## src/rtl/uart_reg_responder_if.sv

```systemverilog
// Byte link between the UART receiver/transmitter pair and the register responder.
// The master side drives received bytes and transmitter readiness; the slave side
// (the responder) returns one response byte per frame with a valid/ready handshake.
interface uart_reg_responder_if;
    logic [7:0] rx_byte;
    logic       rx_valid;
    logic [7:0] tx_byte;
    logic       tx_valid;
    logic       tx_ready;

    modport master (
        output rx_byte,
        output rx_valid,
        output tx_ready,
        input  tx_byte,
        input  tx_valid
    );

    modport slave (
        input  rx_byte,
        input  rx_valid,
        input  tx_ready,
        output tx_byte,
        output tx_valid
    );
endinterface

```

## src/rtl/uart_reg_responder.sv

```systemverilog
// Register-file command responder behind the UART byte link.
// Frames: write = A5, addr, data; read = 5A, addr. One response byte per frame:
// ACK_BYTE after a write, the register value after a read, NAK_BYTE on a bad opcode.
// A partial frame is abandoned after TIMEOUT_CYC cycles of inter-byte silence.
// Optional feature: define UART_RESP_CHECKSUM_EN to require a trailing XOR checksum
// byte on every frame; a mismatch suppresses the write and answers NAK_BYTE.
module uart_reg_responder #(
    parameter int         ADDR_W      = 4,
    parameter int         TIMEOUT_CYC = 1_000_000,
    parameter logic [7:0] ACK_BYTE    = 8'hAC,
    parameter logic [7:0] NAK_BYTE    = 8'hEE
) (
    input  logic                       sys_clk,
    input  logic                       rst,
    uart_reg_responder_if.slave        link,
    output logic [7:0]                 ctrl_out,
    output logic                       overrun,
    output logic                       busy
);

    localparam int REG_DEPTH = 1 << ADDR_W;
    localparam int CNT_W     = (TIMEOUT_CYC > 2) ? $clog2(TIMEOUT_CYC) : 1;
    localparam logic [CNT_W-1:0] CNT_LAST = CNT_W'(TIMEOUT_CYC - 1);
    localparam logic [7:0] OP_WRITE = 8'hA5;
    localparam logic [7:0] OP_READ  = 8'h5A;

    typedef enum logic [2:0] {
        IDLE,
        GET_ADDR,
        GET_DATA,
`ifdef UART_RESP_CHECKSUM_EN
        GET_CSUM,
`endif
        EXEC,
        SEND
    } state_t;

    // After the last address/data byte the frame either ends or waits for its checksum.
`ifdef UART_RESP_CHECKSUM_EN
    localparam state_t AFTER_FIELDS = GET_CSUM;
`else
    localparam state_t AFTER_FIELDS = EXEC;
`endif

    state_t            state;
    state_t            state_next;
    logic [7:0]        regs [REG_DEPTH];
    logic [ADDR_W-1:0] addr;
    logic [7:0]        data;
    logic              is_write;
    logic [7:0]        resp;
    logic [CNT_W-1:0]  idle_cnt;
    logic              collecting;
    logic              timed_out;
    logic              opcode_ok;
`ifdef UART_RESP_CHECKSUM_EN
    logic [7:0]        csum_acc;
    logic              csum_bad;
`endif

    assign opcode_ok     = (link.rx_byte == OP_WRITE) || (link.rx_byte == OP_READ);
    assign timed_out     = collecting && !link.rx_valid && (idle_cnt == CNT_LAST);
    assign link.tx_byte  = resp;
    assign ctrl_out      = regs[0];

    // State register; reset aborts any frame or pending response immediately.
    always_ff @(posedge sys_clk or negedge rst) begin
        if (!rst) begin
            state <= IDLE;
        end else begin
            state <= state_next;
        end
    end

    // Next-state: a received byte always beats a timeout in the same cycle.
    always_comb begin
        state_next = state;
        case (state)
            IDLE: begin
                if (link.rx_valid) begin
                    state_next = opcode_ok ? GET_ADDR : SEND;
                end
            end
            GET_ADDR: begin
                if (link.rx_valid) begin
                    state_next = is_write ? GET_DATA : AFTER_FIELDS;
                end else if (timed_out) begin
                    state_next = IDLE;
                end
            end
            GET_DATA: begin
                if (link.rx_valid) begin
                    state_next = AFTER_FIELDS;
                end else if (timed_out) begin
                    state_next = IDLE;
                end
            end
`ifdef UART_RESP_CHECKSUM_EN
            GET_CSUM: begin
                if (link.rx_valid) begin
                    state_next = EXEC;
                end else if (timed_out) begin
                    state_next = IDLE;
                end
            end
`endif
            EXEC: state_next = SEND;
            SEND: begin
                if (link.tx_ready) begin
                    state_next = IDLE;
                end
            end
            default: state_next = IDLE;
        endcase
    end

    // State-decoded outputs: response valid only in SEND, silence timer only mid-frame.
    always_comb begin
        link.tx_valid = (state == SEND);
        busy          = (state != IDLE);
        collecting    = (state == GET_ADDR) || (state == GET_DATA)
`ifdef UART_RESP_CHECKSUM_EN
                        || (state == GET_CSUM)
`endif
                        ;
    end

    // Inter-byte silence counter: cleared by every byte and whenever no frame is open.
    always_ff @(posedge sys_clk or negedge rst) begin
        if (!rst) begin
            idle_cnt <= '0;
        end else if (link.rx_valid || !collecting || (idle_cnt == CNT_LAST)) begin
            idle_cnt <= '0;
        end else begin
            idle_cnt <= idle_cnt + 1'b1;
        end
    end

    // Frame capture, register file update and response byte load.
    always_ff @(posedge sys_clk or negedge rst) begin
        if (!rst) begin
            for (int i = 0; i < REG_DEPTH; i++) begin
                regs[i] <= '0;
            end
            addr     <= '0;
            data     <= '0;
            is_write <= 1'b0;
            resp     <= '0;
            overrun  <= 1'b0;
`ifdef UART_RESP_CHECKSUM_EN
            csum_acc <= '0;
            csum_bad <= 1'b0;
`endif
        end else begin
            if (link.rx_valid) begin
                case (state)
                    IDLE: begin
                        is_write <= (link.rx_byte == OP_WRITE);
`ifdef UART_RESP_CHECKSUM_EN
                        csum_acc <= link.rx_byte;
`endif
                        if (!opcode_ok) begin
                            resp <= NAK_BYTE;
                        end
                    end
                    GET_ADDR: begin
                        addr <= link.rx_byte[ADDR_W-1:0];
`ifdef UART_RESP_CHECKSUM_EN
                        csum_acc <= csum_acc ^ link.rx_byte;
`endif
                    end
                    GET_DATA: begin
                        data <= link.rx_byte;
`ifdef UART_RESP_CHECKSUM_EN
                        csum_acc <= csum_acc ^ link.rx_byte;
`endif
                    end
`ifdef UART_RESP_CHECKSUM_EN
                    GET_CSUM: begin
                        csum_bad <= (link.rx_byte != csum_acc);
                    end
`endif
                    default: begin
                        overrun <= 1'b1;
                    end
                endcase
            end
            if (state == EXEC) begin
`ifdef UART_RESP_CHECKSUM_EN
                if (csum_bad) begin
                    resp <= NAK_BYTE;
                end else
`endif
                if (is_write) begin
                    regs[addr] <= data;
                    resp       <= ACK_BYTE;
                end else begin
                    resp <= regs[addr];
                end
            end
        end
    end

endmodule
```

## src/flat_wrapper.sv

```systemverilog
// flat-port wrapper written by rule: the top's interface ports become plain ports
module uart_reg_responder_flat 
#(
    parameter int         ADDR_W      = 4,
    parameter int         TIMEOUT_CYC = 1_000_000,
    parameter logic [7:0] ACK_BYTE    = 8'hAC,
    parameter logic [7:0] NAK_BYTE    = 8'hEE
)
  (sys_clk, rst, ctrl_out, overrun, busy, link_rx_byte, link_rx_valid, link_tx_ready, link_tx_byte, link_tx_valid);
  uart_reg_responder_if link_i ();
  input  logic sys_clk;
  input  logic rst;
  output logic [7:0] ctrl_out;
  output logic overrun;
  output logic busy;
  input wire logic [$bits(link_i.rx_byte)-1:0] link_rx_byte;
  input wire logic [$bits(link_i.rx_valid)-1:0] link_rx_valid;
  input wire logic [$bits(link_i.tx_ready)-1:0] link_tx_ready;
  output wire logic [$bits(link_i.tx_byte)-1:0] link_tx_byte;
  output wire logic [$bits(link_i.tx_valid)-1:0] link_tx_valid;
  assign link_i.rx_byte = link_rx_byte;
  assign link_i.rx_valid = link_rx_valid;
  assign link_i.tx_ready = link_tx_ready;
  assign link_tx_byte = link_i.tx_byte;
  assign link_tx_valid = link_i.tx_valid;
  uart_reg_responder #(.ADDR_W(ADDR_W), .TIMEOUT_CYC(TIMEOUT_CYC), .ACK_BYTE(ACK_BYTE), .NAK_BYTE(NAK_BYTE)) u_core (.sys_clk(sys_clk), .rst(rst), .link(link_i), .ctrl_out(ctrl_out), .overrun(overrun), .busy(busy));
endmodule
```

## config.mk

```make
export PLATFORM = sky130hd
export DESIGN_NAME = uart_reg_responder_flat
export DESIGN_NICKNAME = d
export VERILOG_FILES = /design/src/rtl/uart_reg_responder_if.sv /design/src/rtl/uart_reg_responder.sv /design/src/flat_wrapper.sv
export SDC_FILE = /design/constraint.sdc
export NUM_CORES = 1
export LEC_CHECK = 0
export ABC_AREA = 1
export CAP_MARGIN = 20
export CORE_UTILIZATION = 60
export CTS_CLUSTER_DIAMETER = 120
export CTS_CLUSTER_SIZE = 24
export DETAILED_ROUTE_END_ITERATION = 8
export PLACE_DENSITY = 0.79
export SKIP_CTS_REPAIR_TIMING = 1
export SLEW_MARGIN = 30
export SYNTH_ARGS = -nofsm -noshare
export SYNTH_HDL_FRONTEND = slang
export SYNTH_SLANG_ARGS = --single-unit
```

## constraint.sdc

```tcl
create_clock -name sys_clk -period 1.71 [get_ports sys_clk]
set_input_delay 0.2565 -clock sys_clk [delete_from_list [all_inputs] [get_ports sys_clk]]
set_output_delay 0.2565 -clock sys_clk [all_outputs]
set_load 0.02 [all_outputs]
```

-- Word level (Yosys, flattened, before mapping)
Cells that the tools add are included.
- flip-flop bits (word level): 173
- input bits: 12
- $add $sub $neg: 1
- magnitude comparators: 2
- equal/unequal tests: 10
- mux-type cells: 20
- bitwise logic cells: 2
- reductions and logical operators: 21
- operators by type and width (kind ; number):
    128-bit bitwise mux ; 1
    8-bit two-way mux ; 8
    8-bit binary-select mux with 4-bit select ; 1
    8-bit demux with 4-bit select ; 1
    20-bit by 1-bit adder with 20-bit output (second input constant) ; 1
    20-bit == test (second input constant) ; 1
    20-bit two-way mux ; 1
    3-bit two-way mux ; 6
    3-bit one-hot mux with 5 select lines ; 1
    2-bit AND reduction ; 6
    8-bit by 7-bit == test with 1-bit output (second input constant) ; 1
    8-bit == test (second input constant) ; 1
    3-bit by 2-bit == test with 1-bit output (second input constant) ; 2
    2-bit != test (second input constant) ; 3
    5-bit >= comparator (second input constant) ; 1
    5-bit by 1-bit < comparator with 1-bit output (second input constant) ; 1
    4-bit inverter with 5-bit output ; 1
    1-bit logical OR ; 4
    2-bit nonzero test ; 2
    3-bit by 1-bit == test with 1-bit output (second input constant) ; 1
    3-bit == test (second input constant) ; 1
    1-bit logical AND ; 3
    3-bit logical NOT ; 1
    3-bit AND reduction ; 1
    other kinds (5) ; 6

-- Logic depth before layout (Yosys ltp)
Gate-level depths: netlist of the first run.
- depth after elaboration: 7
- depth in mapped cells: 11

-- Worst setup path after synthesis of the first run
No wires, ideal clock.
- path kind: register -> register
- start point: register u_core.state[0]
- end point: register u_core.resp[0] (netlist: u_core.link.tx_byte[0])
- library setup time: 123 ps
- arrival time: 1488 ps
- data required time: 1587 ps
- setup slack: 99 ps
- stages on the path, launching flop included: 9
- buffers on the path: 0
- period minus slack after synthesis: 1611 ps
- cell sequence: dfrtp_1 > nor2_1 > nand2_1 > nor2_1 > nand3_1 > nand2_1 > inv_1 > nand2_1 > nand2_1
- longest elaborated chain between the ends: 3
- elaborated cells between the ends (all ways): 7
- classes of those cells: eq/ne: 2; mux: 1; reduce/logical: 4
- RTL lines (element ; line ; source):
    start, declared ; uart_reg_responder.sv:45 ; state_t state;
    start signal, assigned ; uart_reg_responder.sv:71 ; state <= state_next;
    3-bit by 2-bit == test with 1-bit output / 3-bit logical NOT (equally long branches) ; uart_reg_responder.sv:188, uart_reg_responder.sv:156 ;
    2-bit != test (no line) / 2-bit nonzero test (equally long branches) ; - ;
    3-bit AND reduction (no line) ; - ;
    end signal, assigned ; uart_reg_responder.sv:198 ; resp <= regs[addr];
    end, declared ; uart_reg_responder.sv:51 ; logic [7:0] resp;
Parallel ways exist; a longest one is shown, timed or not.
A chain may end at the register's enable or synchronous reset.

-- Worst setup path in the final report of the first run
- start point: register u_core.state[0]
- end point: output link_tx_valid
- longest elaborated chain between the ends: 1
- RTL lines (element ; line ; source):
    3-bit == test ; uart_reg_responder.sv:119 ; link.tx_valid = (state == SEND);
    end, declared ; flat_wrapper.sv:20 ; output wire logic [$bits(link_i.tx_valid)-1:0] link_tx_valid;
No other way between the ends.

==> impl_metrics.csv, run 1 <==
group,metric,value,unit
placed_design,dp_hpwl,13.6,mm
grt,grt_max_degree,45,
setup_path,cp_cell_sequence,"nor3_2, clkbuf_2",
setup_path,path_class,"reg2out",
placed_design,dp_cells,1217,
cts,cts.clk_slew.worst_paths,0.06,ns
timing,hold_ws,0.293,ns
cts,cts_tree,"built",
drt,vias,7188,
final_layout,fin_nets,1079,
timing,period_needed,1.69,ns
grt,busiest_layer,"met2",
yosys,yosys.cell_types.count,35,
grt,grt_util_met1,42.0,%
final_layout,diodes,0,
placed_design,pre_cts_ws,-0.0669,ns
drt,drcViolationCount,0,
timing,finalSetupViolCount,0,
floorplan,die_h,118,um
power_and_ir_drop,power_density,930,nW/um^2
setup_path,critPathSlowestCell,"dfrtp_2",
drt,dr.pass1.iters,5,
floorplan,die_w,118,um
grt,grt.overflow.total,0,
yosys,yosysTopAreaCellShare,53.2,%
grt,grt_pass1_vias,6849,
timing,slew_headroom,57.0,%
placed_design,place.gp.congestion,0.915,
final_layout,layout_common_cells,"nand2_1 (403), dfrtp_1 (170), o21ai_0 (76)",
power_and_ir_drop,power_leakage,4.71,nW
timing,layout_setup_ws,0.0175,ns
setup_path,arrival,1.44,ns
drt,drt-wirelength-per-cell,17.1,um
timing,finClkSkew,0.0101,ns
final_layout,n_fill_cell,981,
yosys,yosysWarnings,0,
yosys,synthFlopType,"dfrtp_1",
yosys,async_reset_ff_share,100,%
timing,hold_viol,0,
yosys,ys_seq_area_share,53.2,%
setup_path,slowest_delay,0.46,ns
yosys,syn_nets,1027,
timing,fmax,0.591,GHz
floorplan,start_util,61.4,%
grt,grt_first_pass_wirelength,34.6,mm
min_path,hold_class,"in2async",
outcome,status,"finished clean",
timing,tns,0,ns
yosys,syn_area,8140,um^2
drt,drt_iter0_markers,653,
setup_path,endpoint_kind,"output pin",
yosys,avgSynthCellArea,8.02,um^2
cts,clock_path_buffers,2,
timing,tightest_slew,0.645,ns
floorplan,core,13200,um^2
final_layout,final_common_cell,"nand2_1",
floorplan,rows,42,
drt,wirelength,21.4,mm
cts,cts_root_buffer,"clkbuf_16",
power_and_ir_drop,finalPower,9.00,mW
power_and_ir_drop,ir_drop,0.761,mV
placed_design,port-buffer-count,30,
timing,period_share,99.0,%
grt,grt_util_all_layers,32.1,%
yosys,ys_ff_latch,173,
grt,grt_antenna_before_repair,0,
job,drv_cap,0,
grt,grt_util_met3,6.76,%
cts,cts-buffers-inserted,17,
yosys,synth_area_leaders,"dfrtp_1 (53%), nand2_1 (19%), o21ai_0 (4.7%)",
cts,htreeDepth,4,
yosys,synth_edf_count,0,
drt,ant_nets,0,
final_layout,syn2layout_area_growth,19.0,%
setup_path,critPathRequiredTime,1.45,ns
grt,grt_util_met2,51.1,%
setup_path,crit_fanout,4,
yosys,yosys.area.top_type,"dfrtp_1",
floorplan,die_area,14000,um^2
floorplan,io_pins,31,
final_layout,drive_above_1_share,12.4,%
cts,clk_latency,0.44,ns
yosys,synth_cells,1014,
setup_path,start_kind,"flip-flop",
final_layout,instances_no_fill,1255,
timing,drv_slew,0,
cts,cts.sinks,173,
drt,vias_per_cell,5.73,
==> synthesized netlist by cell type, types with 2 or more instances <==
master,number
a21oi_1,8
buf_1,4
buf_2,18
buf_4,9
buf_6,9
clkbuf_1,13
dfrtp_1,173
inv_1,43
inv_2,4
nand2_1,408
nand2_2,8
nand3_1,55
nand4_1,17
nor2_1,66
nor2_2,2
nor3_1,13
nor3_4,2
nor3b_1,2
o21ai_0,76
o21ai_1,53
o21ai_2,11
xnor2_1,2
xor2_1,6
==> state kept, by name (all words and copies together) (netlist names) <==
name	flops
u_core.regs	120
u_core.idle_cnt	20
u_core.ctrl_out	8
u_core.data	8
u_core.link.tx_byte	8
u_core.addr	4
u_core.state	3
u_core.is_write	1
u_core.overrun	1
==> report_power, final <==
group	internal (mW)	switching [mW]	leakage (nW)
sequential	4.10	0.0155	2.35
combinational	0.0960	0.197	2.01
clock	3.01	1.58	0.341
total	7.21	1.79	4.71
==> metal layers <==
metal | vias to the layer above | wire (um)
met5 | - | 0
met4 | 0 | 747
met3 | 58 | 1340
met2 | 320 | 10400
met1 | 3454 | 8960
li1 | 3356 | -
==> kinds of logic (layout without fill, tap and decap cells) <==
group,Yosys count,in the layout,share of synthesized area [%]
flip-flops,173,173,53.2
XOR/XNOR,8,8,0.861
adder cells (fa/ha/maj),1,1,0.154
buffers and inverters,101,166,6.30
AND/OR/NAND/NOR,580,580,29.6
AO/OA/AOI/OAI,151,151,9.90
==> final cells by class <==
class	instances	area [um^2]	area share, %
Sequential cell	173	4330	44.8
Multi-Input combinational cell	740	3410	35.2
Timing Repair Buffer	87	835	8.62
Clock buffer	22	474	4.90
Clock inverter	10	231	2.39
Tap cell	176	220	2.27
Inverter	47	181	1.87
==> final timing paths <==
| path | slack (ns) | depth (start not counted) | from | end |
|---|---|---|---|---|
| min in group sys_clk | 0.45 | 2 | link_tx_ready | u_core.state[2] |
| max in group asynchronous | 0.74 | 3 | rst | u_core.regs[63] |
| max reg2reg | 0.02 | 9 | u_core.state[2] | u_core.regs[48] |
| min reg2reg | 0.45 | 1 | u_core.idle_cnt[0] | u_core.idle_cnt[0] |
| max | 0.02 | 2 | u_core.state[0] | link_tx_valid |
| min | 0.29 | 2 | rst | u_core.regs[42] |
==> per-stage QoR <==
step	util [%]	cell area, um^2
2_1_floorplan	-	8140
3_5_place_dp	66.3	8780
3_3_place_gp	66.3	8780
6_report	73.1	9680
5_1_grt	73.1	9680
4_1_cts	71.6	9490
==> critical path, delay by kind of cell (launching register included) <==
kind	cells	cell delay [ns]
DFF	1	0.46
and+or+nand+nor	1	0.31
buffers and inverters	1	0.23
(Power assumes the default switching activity.)
==> run 2: changes to the inputs <==
- REMOVE_ABC_BUFFERS: not set -> 1
==> impl_metrics.csv, run 2 (synthesized netlist as in run 1, its figures left out) <==
group,metric,value,unit
final_layout,layout_common_cells,"nand2_1 (407), dfrtp_1 (170), o21ai_0 (73)",
floorplan,io_pins,31,
setup_path,critPathRequiredTime,1.45,ns
power_and_ir_drop,power_density,859,nW/um^2
setup_path,cp_cell_sequence,"clkdlybuf4s50_1",
drt,ant_nets,0,
timing,period_needed,1.71,ns
floorplan,rows,42,
power_and_ir_drop,power_leakage,4.62,nW
setup_path,reg2reg_from,"u_core.state[2]",
setup_path,arrival,1.45,ns
final_layout,final_common_cell,"nand2_1",
final_layout,fin_nets,1084,
timing,tightest_slew,0.521,ns
floorplan,die_h,118,um
cts,cts-buffers-inserted,17,
final_layout,top_register,"u_core.regs",
drt,vias_per_cell,5.61,
setup_path,critPathSlowestCell,"clkdlybuf4s50_1",
setup_path,crit_fanout,2,
final_layout,top_regs,"u_core.regs (120), u_core.idle_cnt (20)",
final_layout,syn2layout_area_growth,16.9,%
floorplan,start_util,61.4,%
setup_path,cp.buffers_inverters,1,
final_layout,diodes,0,
setup_path,start_kind,"flip-flop",
drt,dr.pass1.iters,6,
setup_path,crit_family,"buffers and inverters",
timing,layout_setup_ws,0.00429,ns
final_layout,largest_reg_flops,120,
cts,htreeDepth,4,
outcome,status,"finished clean",
cts,cts.clk_slew.worst_paths,0.06,ns
cts,clk_latency,0.44,ns
grt,grt_max_degree,49,
setup_path,endpoint_kind,"output pin",
min_path,hold_class,"in2async",
timing,slew_headroom,65.3,%
drt,vias,7068,
grt,grt_antenna_before_repair,0,
setup_path,startpoint,"u_core.link.tx_byte[2]",
power_and_ir_drop,finalPower,8.17,mW
grt,grt_first_pass_wirelength,33.2,mm
setup_path,path_class,"reg2out",
cts,cts_tree,"built",
grt,grt.overflow.total,0,
timing,hold_viol,0,
job,drv_cap,0,
grt,grt_util_all_layers,30.9,%
drt,drt_iter0_markers,748,
drt,drt-wirelength-per-cell,16.2,um
timing,tns,0,ns
timing,rsz0062_at_grt,"yes",
timing,fmax,0.586,GHz
cts,cts.sinks,173,
power_and_ir_drop,ir_drop,0.715,mV
drt,drcViolationCount,0,
placed_design,dp_hpwl,13.3,mm
grt,grt_pass1_vias,6484,
timing,period_share,99.7,%
placed_design,port-buffer-count,30,
placed_design,pre_cts_ws,-0.0175,ns
drt,wirelength,20.4,mm
placed_design,place.gp.congestion,0.936,
setup_path,slowest_delay,0.62,ns
final_layout,postLayoutCoreUtil,71.8,%
floorplan,core,13200,um^2
timing,finalSetupViolCount,0,
floorplan,die_area,14000,um^2
timing,drv_slew,0,
final_layout,drive_above_1_share,12.5,%
timing,finClkSkew,0.00681,ns
cts,clock_path_buffers,2,
floorplan,die_w,118,um
cts,cts_root_buffer,"clkbuf_16",
run 2: cell types whose count changed in the layout (fill, tap and decap cells not counted), sizes merged:
cell / change
clkinv: +8
clkbuf: -5
bufinv: -6
dlymetal6s2s: -3
buf: +5
clkinvlp: +1
clkdlybuf4s50: +5
run 2: stage by stage:
stage / instance area [um^2] / cells / hold slack [ns]
floorplan: 7800 / 960 / -0.0391
global placement: 8840 / 1223 / 0.235
detailed placement: 8840 / 1223 / 0.236
CTS: 9410 / 1255 / -0.225
global route: 9510 / 1260 / 0.370
finish: 9510 / 1260 / 0.332
run 2: path summary, 6_finish.rpt:
| path | end | slack (ns) | cells past startpoint |
|---|---|---|---|
| min in group sys_clk | u_core.state[2] | 0.41 | 2 |
| worst min register to register | u_core.idle_cnt[0] | 0.46 | 1 |
| worst min-delay path | u_core.regs[104] | 0.33 | 2 |
| max in group asynchronous | u_core.regs[37] | 0.77 | 3 |
| worst max-delay path | link_tx_byte[2] | 0.004 | 1 |
| worst max register to register | u_core.regs[77] | 0.04 | 8 |
run 2: layout make-up:
cell class	count	area, um^2
inverter	47	176
multi-input combinational	740	3330
sequential	173	4330
timing repair buffer	92	885
clock inverter	13	118
fill	1035	3730
tap	176	220
clock buffer	19	453
run 2: report_power, final:
part	switching (mW)	internal [mW]	total (mW)
Combinational	0.199	0.120	0.319
Sequential	0.0121	4.10	4.11
Clock	1.65	2.08	3.74
run 2: worst register-to-register path, delay by kind of cell (launching register included):
family                 cells  cell delay, ns
buffers and inverters      2            0.19
AND/OR/NAND/NOR            5            0.93
AO/OA/AOI/OAI              1            0.06
flip-flops                 1            0.38
run 2: per-layer routing:
metal | global-route usage (%) | wire length (um) | vias up
met5 | 0 | 0 | -
met1 | 43.5 | 8820 | 3341
li1 | - | - | 3356
met3 | 5.79 | 1610 | 46
met2 | 47.9 | 9470 | 325
met4 | 11.9 | 520 | 0
